**src/rtl/sha512_pkg.sv**
```systemverilog
`default_nettype none
// ============================================================================
// Module      : sha512_pkg
// Description : Types and constants shared by the SHA-512 padder and the
//               chunk compressor: word/chunk types, length field width,
//               padder state encoding and the byte-count clamp helper.
// Revision    : 1.0 - initial release
// ============================================================================
package sha512_pkg;

    localparam int WORD_W      = 64;
    localparam int CHUNK_WORDS = 16;
    localparam int LEN_FIELD_W = 128;

    typedef logic [WORD_W-1:0] word_t;

    // Ascending outer range puts word 0 in the most significant 64 bits.
    typedef logic [0:CHUNK_WORDS-1][WORD_W-1:0] chunk_t;

    typedef enum logic [1:0] {
        ST_FILL  = 2'd0,
        ST_PAD   = 2'd1,
        ST_SEND  = 2'd2,
        ST_EXTRA = 2'd3
    } pad_state_t;

    localparam word_t PAD_WORD = 64'h8000_0000_0000_0000;

    // Byte counts above 8 on a final word mean a full word.
    function automatic logic [3:0] clamp_nbytes(input logic [3:0] n);
        return (n > 4'd8) ? 4'd8 : n;
    endfunction

endpackage
`default_nettype wire

```
**src/rtl/sha512_padder_if.sv**
```systemverilog
`default_nettype none
// ============================================================================
// Module      : sha512_padder_if
// Description : Message-word input and chunk output handshakes of the padder.
//               slave  : padder side (takes words, produces chunks)
//               master : producer/consumer side
//   in_valid/in_ready/in_data/in_last/in_nbytes : message word stream
//   chunk_valid/chunk_ready/chunk/chunk_last    : 1024-bit block stream
// Revision    : 1.0 - initial release
// ============================================================================
interface sha512_padder_if;
    import sha512_pkg::*;

    logic       in_valid;
    logic       in_ready;
    word_t      in_data;
    logic       in_last;
    logic [3:0] in_nbytes;
    logic       chunk_valid;
    logic       chunk_ready;
    chunk_t     chunk;
    logic       chunk_last;

    modport slave (
        input  in_valid, in_data, in_last, in_nbytes, chunk_ready,
        output in_ready, chunk_valid, chunk, chunk_last
    );

    modport master (
        output in_valid, in_data, in_last, in_nbytes, chunk_ready,
        input  in_ready, chunk_valid, chunk, chunk_last
    );

endinterface
`default_nettype wire

```
**src/rtl/sha512_pad_mask.sv**
```systemverilog
`default_nettype none
// ============================================================================
// Module      : sha512_pad_mask
// Description : Combinational final-word masker. For a last word, bytes past
//               the first nbytes are cleared and 0x80 is written right after
//               the message bytes (nothing inserted for a full word).
//   word_i   : message word, first byte in [63:56]
//   nbytes_i : valid bytes (values above 8 mean 8)
//   last_i   : word is the final message word
//   word_o   : masked word
// Revision    : 1.0 - initial release
// ============================================================================
module sha512_pad_mask
    import sha512_pkg::*;
(
    input  word_t      word_i,
    input  logic [3:0] nbytes_i,
    input  logic       last_i,
    output word_t      word_o
);

    logic [3:0] n_w;

    assign n_w = clamp_nbytes(nbytes_i);

    always_comb begin
        word_o = word_i;
        if (last_i) begin
            for (int b = 0; b < 8; b++) begin
                if (4'(b) == n_w) begin
                    word_o[63-8*b -: 8] = 8'h80;
                end else if (4'(b) > n_w) begin
                    word_o[63-8*b -: 8] = 8'h00;
                end
            end
        end
    end

endmodule
`default_nettype wire

```
**src/rtl/sha512_padder.sv**
```systemverilog
`default_nettype none
// ============================================================================
// Module      : sha512_padder
// Description : SHA-512 message padder. Collects big-endian 64-bit words into
//               1024-bit chunks, appends 0x80, zero fill and the 128-bit bit
//               length, adding an extra chunk when the length does not fit.
//   clk   : clock
//   reset : asynchronous active-low reset
//   bus   : sha512_padder_if.slave (word input, chunk output)
// Revision    : 1.0 - initial release
// ============================================================================
module sha512_padder
    import sha512_pkg::*;
#(
    parameter int LEN_W = 128
)(
    input  logic            clk,
    input  logic            reset,
    sha512_padder_if.slave  bus
);

    pad_state_t        state_q, state_d;
    logic [3:0]        idx_q, idx_d;
    logic [3:0]        k_q, k_d;
    logic [3:0]        n_q, n_d;
    logic [LEN_W-1:0]  len_q, len_d;
    chunk_t            chunk_q, chunk_d;
    logic              last_q, last_d;
    logic              need_extra_q, need_extra_d;
    logic              need_80_q, need_80_d;

    word_t             masked_w;
    logic [3:0]        nbytes_eff;
    logic              xfer;
    logic [7:0]        pad_pos;
    logic [127:0]      len_field;

    sha512_pad_mask u_mask (
        .word_i   (bus.in_data),
        .nbytes_i (bus.in_nbytes),
        .last_i   (bus.in_last),
        .word_o   (masked_w)
    );

    assign nbytes_eff = bus.in_last ? clamp_nbytes(bus.in_nbytes) : 4'd8;
    assign xfer       = bus.in_valid && bus.in_ready;
    assign len_field  = 128'(len_q);
    // Byte offset of the 0x80 marker within the current chunk (0..128).
    assign pad_pos    = {1'b0, k_q, 3'b000} + {4'b0000, n_q};

    assign bus.in_ready    = reset && (state_q == ST_FILL);
    assign bus.chunk_valid = reset && (state_q == ST_SEND);
    assign bus.chunk       = chunk_q;
    assign bus.chunk_last  = last_q;

    always_ff @(posedge clk or negedge reset) begin
        if (!reset) begin
            state_q      <= ST_FILL;
            idx_q        <= '0;
            k_q          <= '0;
            n_q          <= '0;
            len_q        <= '0;
            chunk_q      <= '0;
            last_q       <= 1'b0;
            need_extra_q <= 1'b0;
            need_80_q    <= 1'b0;
        end else begin
            state_q      <= state_d;
            idx_q        <= idx_d;
            k_q          <= k_d;
            n_q          <= n_d;
            len_q        <= len_d;
            chunk_q      <= chunk_d;
            last_q       <= last_d;
            need_extra_q <= need_extra_d;
            need_80_q    <= need_80_d;
        end
    end

    always_comb begin
        state_d      = state_q;
        idx_d        = idx_q;
        k_d          = k_q;
        n_d          = n_q;
        len_d        = len_q;
        chunk_d      = chunk_q;
        last_d       = last_q;
        need_extra_d = need_extra_q;
        need_80_d    = need_80_q;

        case (state_q)
            ST_FILL: begin
                if (xfer) begin
                    chunk_d[idx_q] = masked_w;
                    len_d          = len_q + LEN_W'({nbytes_eff, 3'b000});
                    if (bus.in_last) begin
                        k_d     = idx_q;
                        n_d     = nbytes_eff;
                        state_d = ST_PAD;
                    end else if (idx_q == 4'd15) begin
                        idx_d   = '0;
                        last_d  = 1'b0;
                        state_d = ST_SEND;
                    end else begin
                        idx_d = idx_q + 4'd1;
                    end
                end
            end

            ST_PAD: begin
                // Words after the last message word may hold data from an
                // earlier chunk of the same message, so clear them. A full
                // final word leaves the 0x80 marker for the following word.
                for (int j = 0; j < CHUNK_WORDS; j++) begin
                    if (4'(j) > k_q) begin
                        chunk_d[j] = '0;
                    end
                    if ((n_q == 4'd8) && (5'(j) == ({1'b0, k_q} + 5'd1))) begin
                        chunk_d[j] = PAD_WORD;
                    end
                end
                if (pad_pos <= 8'd111) begin
                    chunk_d[14]  = len_field[127:64];
                    chunk_d[15]  = len_field[63:0];
                    last_d       = 1'b1;
                    need_extra_d = 1'b0;
                end else begin
                    last_d       = 1'b0;
                    need_extra_d = 1'b1;
                    need_80_d    = (pad_pos == 8'd128);
                end
                state_d = ST_SEND;
            end

            ST_SEND: begin
                if (bus.chunk_ready) begin
                    if (last_q) begin
                        idx_d        = '0;
                        len_d        = '0;
                        last_d       = 1'b0;
                        need_extra_d = 1'b0;
                        need_80_d    = 1'b0;
                        state_d      = ST_FILL;
                    end else if (need_extra_q) begin
                        state_d = ST_EXTRA;
                    end else begin
                        state_d = ST_FILL;
                    end
                end
            end

            ST_EXTRA: begin
                chunk_d = '0;
                if (need_80_q) begin
                    chunk_d[0] = PAD_WORD;
                end
                chunk_d[14]  = len_field[127:64];
                chunk_d[15]  = len_field[63:0];
                last_d       = 1'b1;
                need_extra_d = 1'b0;
                state_d      = ST_SEND;
            end

            default: begin
                state_d = ST_FILL;
            end
        endcase
    end

endmodule
`default_nettype wire

```
**src/flat_wrapper.sv**
```systemverilog
// flat-port wrapper written by rule: the top's interface ports become plain ports
module sha512_padder_flat import sha512_pkg::*;
#(
    parameter int LEN_W = 128
)
  (clk, reset, bus_in_valid, bus_in_data, bus_in_last, bus_in_nbytes, bus_chunk_ready, bus_in_ready, bus_chunk_valid, bus_chunk, bus_chunk_last);
  sha512_padder_if bus_i ();
  input  logic clk;
  input  logic reset;
  input wire logic [$bits(bus_i.in_valid)-1:0] bus_in_valid;
  input wire logic [$bits(bus_i.in_data)-1:0] bus_in_data;
  input wire logic [$bits(bus_i.in_last)-1:0] bus_in_last;
  input wire logic [$bits(bus_i.in_nbytes)-1:0] bus_in_nbytes;
  input wire logic [$bits(bus_i.chunk_ready)-1:0] bus_chunk_ready;
  output wire logic [$bits(bus_i.in_ready)-1:0] bus_in_ready;
  output wire logic [$bits(bus_i.chunk_valid)-1:0] bus_chunk_valid;
  output wire logic [$bits(bus_i.chunk)-1:0] bus_chunk;
  output wire logic [$bits(bus_i.chunk_last)-1:0] bus_chunk_last;
  assign bus_i.in_valid = bus_in_valid;
  assign bus_i.in_data = bus_in_data;
  assign bus_i.in_last = bus_in_last;
  assign bus_i.in_nbytes = bus_in_nbytes;
  assign bus_i.chunk_ready = bus_chunk_ready;
  assign bus_in_ready = bus_i.in_ready;
  assign bus_chunk_valid = bus_i.chunk_valid;
  assign bus_chunk = bus_i.chunk;
  assign bus_chunk_last = bus_i.chunk_last;
  sha512_padder #(.LEN_W(LEN_W)) u_core (.clk(clk), .reset(reset), .bus(bus_i));
endmodule
```
**config.mk**
```make
export PLATFORM = sky130hd
export DESIGN_NAME = sha512_padder_flat
export DESIGN_NICKNAME = d
export VERILOG_FILES = /design/src/rtl/sha512_pkg.sv /design/src/rtl/sha512_padder_if.sv /design/src/rtl/sha512_pad_mask.sv /design/src/rtl/sha512_padder.sv /design/src/flat_wrapper.sv
export SDC_FILE = /design/constraint.sdc
export NUM_CORES = 2
export LEC_CHECK = 0
export CAP_MARGIN = 20
export CORE_AREA = 2 2 424 426
export DETAILED_ROUTE_END_ITERATION = 12
export DIE_AREA = 0 0 426 428
export MAX_ROUTING_LAYER = met4
export SETUP_SLACK_MARGIN = 0.2
export SLEW_MARGIN = 5
export SYNTH_ARGS = -nofsm -noshare
export SYNTH_HDL_FRONTEND = slang
export SYNTH_SLANG_ARGS = --single-unit
```
**constraint.sdc**
```tcl
create_clock -name clk -period 2.7 [get_ports clk]
set_clock_uncertainty 0.15 [all_clocks]
set_input_delay 0.54 -clock clk [delete_from_list [all_inputs] [get_ports clk]]
set_output_delay 0.54 -clock clk [all_outputs]
set_load 0.01 [all_outputs]
```
==> out/metrics.cfg <==
[sta]
final_max_slew_viol_count = 0
min_period_over_period_pct = 109
min_period_ns = 2.94
fmax_mhz = 340
setup_viol = 56
rsz0062_at_grt = true
relSlewSlack_pct = 28.3
setup_tns_ns = -5.78
hold_viol_final = 0
tightest_slew_ns = 1.08
setup_ws_ns = -0.238

[final_layout]
stdcell_area_sq_um = 75500
regArea_sq_um = 29200
area_delta_synth_final_pct = 61.7
nFillCells = 17125
multiInputGateArea_sq_um = 19000
nets = 6572
drive_above_1_share_pct = 22.0
final_cells = 8964

[die]
dieArea_sq_um = 182000
die_x_um = 426
core_area_sq_um = 178000
ios = 1100
fp.dieH_um = 428
start_util_pct = 26.3
rows = 155

[placed_design]
gp_congestion = 0.964
placed_area_sq_um = 66000
dp_cells = 8567
port_buffers = 1099
hpwl_um = 181000

[synth]
synth_mux_area_share_pct = 0.295
async_reset_ff_share_pct = 100
syn_area_per_cell_sq_um = 9.58
yosysSeqAreaShare_pct = 62.5
synth-compound-area-share_pct = 15.7
synth_edf_count = 0
ys_types = 66
ys_warn_count = 0
synthCells = 4874
yosysTopAreaCellShare_pct = 62.5
synth_top_area_cell = dfrtp_1
netlist_area_sq_um = 46700
synth_top_family_by_area = simple AND/OR/NAND/NOR gates
yosysMostFrequentCell = dfrtp_1
yosys.area_share.xor_xnor_pct = 1.01
ys.flop_type = dfrtp_1
yosys-top-cells-count = dfrtp_1 (1166), o21ai_0 (955), nand2_1 (924)
synth-seq-cells = 1166
synth_area_leaders = dfrtp_1 (62%), o21ai_0 (10%), nand2_1 (7.4%), a21oi_1 (3.9%), nor2_1 (3.2%)
synth_nets = 4958
yosys.area_share.simple_pct = 17.0
synthAdderAreaFrac_pct = 0.311

[critical_path]
crit_required_ns = 3.24
timing.rr.start = u_core.state_q[1]
critPathMostFrequentCell = or3_4
worst-setup-path-type = register to register
slowest_stage = or4_4
cp-end-kind = register
path_cells = buf_6 > nor4bb_4 > o211ai_1 > or4_4 > or3_4 > buf_12 > or3_4 > mux2i_1
worstPathArrival_ns = 3.48
cp-startpoint = u_core.state_q[1]
cp_slowest_stage_delay_ns = 0.57
path_max_fanout = 8
critPathLaunchType = register

[cts]
cts_tree = yes
cts_root_buffer = clkbuf_16
h-tree-depth = 4
clk_pin_slew_ns = 0.06
clockBufferDepth = 3
clkLatencyLatePin_ns = 0.81
clock-sinks = 1166
cts_buffers = 135

[status]
status = finished, violations left
violations = setup timing

[power]
power_density_nw_per_um2 = 860
vdd_drop_max_mv = 0.537
p_leak_nw = 32.8

[min_path]
hold_class = primary input to async pin

[detailed_routing]
final_antenna_net_count = 0
vias = 46248
drc = 0
wl_per_cell_um = 28.2
drt-initial-drc-count = 4646
firstDrtPassIters = 5
wl_um = 252000
routed_via_density = 5.16

[global_route]
gr-total-overflow = 0
grt_pass1_vias = 44818
antenna_found_initial = 34
grt_pass1_wl_um = 344000
grt_start_max_net_pins = 182
grt_util_all_layers_pct = 27.1

[job]
cap_violations = 0

[critical path, delay by kind of cell (launching register included)]
kind            cells  cell delay (ns)
compound gates      1             0.21
buf+inv             2             0.29
flops               1             0.43
mux                 1             0.13
simple gates        4             1.60
[layout make-up]
class	count	area share, %
antenna	19	0.0629
timing repair buffer	1856	25.9
inverter	28	0.139
clock inverter	53	1.03
clock buffer	186	5.17
tap	2355	3.90
sequential	1166	38.6
multi-input combinational	3301	25.2
[per-layer routing]
metal | vias to the layer above | track usage [%] | part of all wire, %
li1 | 19945 | - | -
met1 | 23453 | 31.8 | 38
met2 | 2296 | 43.9 | 48
met3 | 554 | 4.87 | 7.4
met4 | 0 | 14.9 | 6.5
met5 | - | - | 0
[layout by cell type, fill, tap and decap left out, types with 60 or more instances in the layout]
cell / instances
dfrtp_1: 1153
nand2_1: 885
buf_12: 154
dlygate4sd2_1: 72
buf_6: 73
a21oi_4: 78
nand4_1: 60
a21oi_1: 175
a21oi_2: 114
clkbuf_16: 152
clkdlybuf4s50_1: 1019
nor2_1: 349
nand3_1: 159
o21ai_0: 909
buf_4: 482
[cell families after synthesis]
kind of cell	Yosys count
adders and majority gates	11
DFF	1166
buffers and inverters	408
and+or+nand+nor	1812
muxes	13
xor gates and xnor gates	54
AOI/OAI and AO/OA	1410
[registers in the layout, indices dropped and copies added (netlist names)]
register               flops
u_core.bus.chunk        1024
u_core.len_field         125
u_core.idx_q               4
u_core.k_q                 4
u_core.n_q                 4
u_core.state_q             2
u_core.bus.chunk_last      1
u_core.need_80_q           1
u_core.need_extra_q        1
[worst paths after layout]
check                                        end  slack, ns  cells past startpoint
max                         u_core.len_field[60]      -0.24                      8
min in group clk           u_core.bus.chunk[933]       0.20                      3
min                        u_core.bus.chunk[167]       0.19                      4
max reg2reg                 u_core.len_field[60]      -0.24                      8
max in group asynchronous  u_core.bus.chunk[527]       0.44                      5
min reg2reg                u_core.bus.chunk[191]       0.32                      2
[power breakdown]
part	switching [mW]	internal (mW)	total, mW	leakage (nW)
registers	2.70	21.3	24.0	15.8
clock network	8.01	11.5	19.5	2.30
logic	11.5	9.97	21.4	14.7
total	22.2	42.8	64.9	32.8
[through the flow]
stage	total power [mW]	setup WS [ns]	utilization [%]	hold WS [ns]
after global placement	43.6	-1.23	37.2	0.310
after CTS	64.3	-0.322	41.2	0.121
after global routing	67.4	-0.326	42.5	0.187
after detailed placement	43.9	-1.29	37.2	0.319
final	64.9	-0.238	42.5	0.194
after floorplan	29.9	-0.610	-	0.0944
[what timing repair did]
item                                    4_1_cts  5_1_grt
gates resized for setup                     478      358
pin swaps                                   149      188
hold buffers                                  2        0
gates cloned                                 19       20
buffers inserted                             60       38
endpoints found under the hold margin       153        0
endpoints found under the setup margin      963     1213
Note: power is estimated with default switching activity, not from simulation.
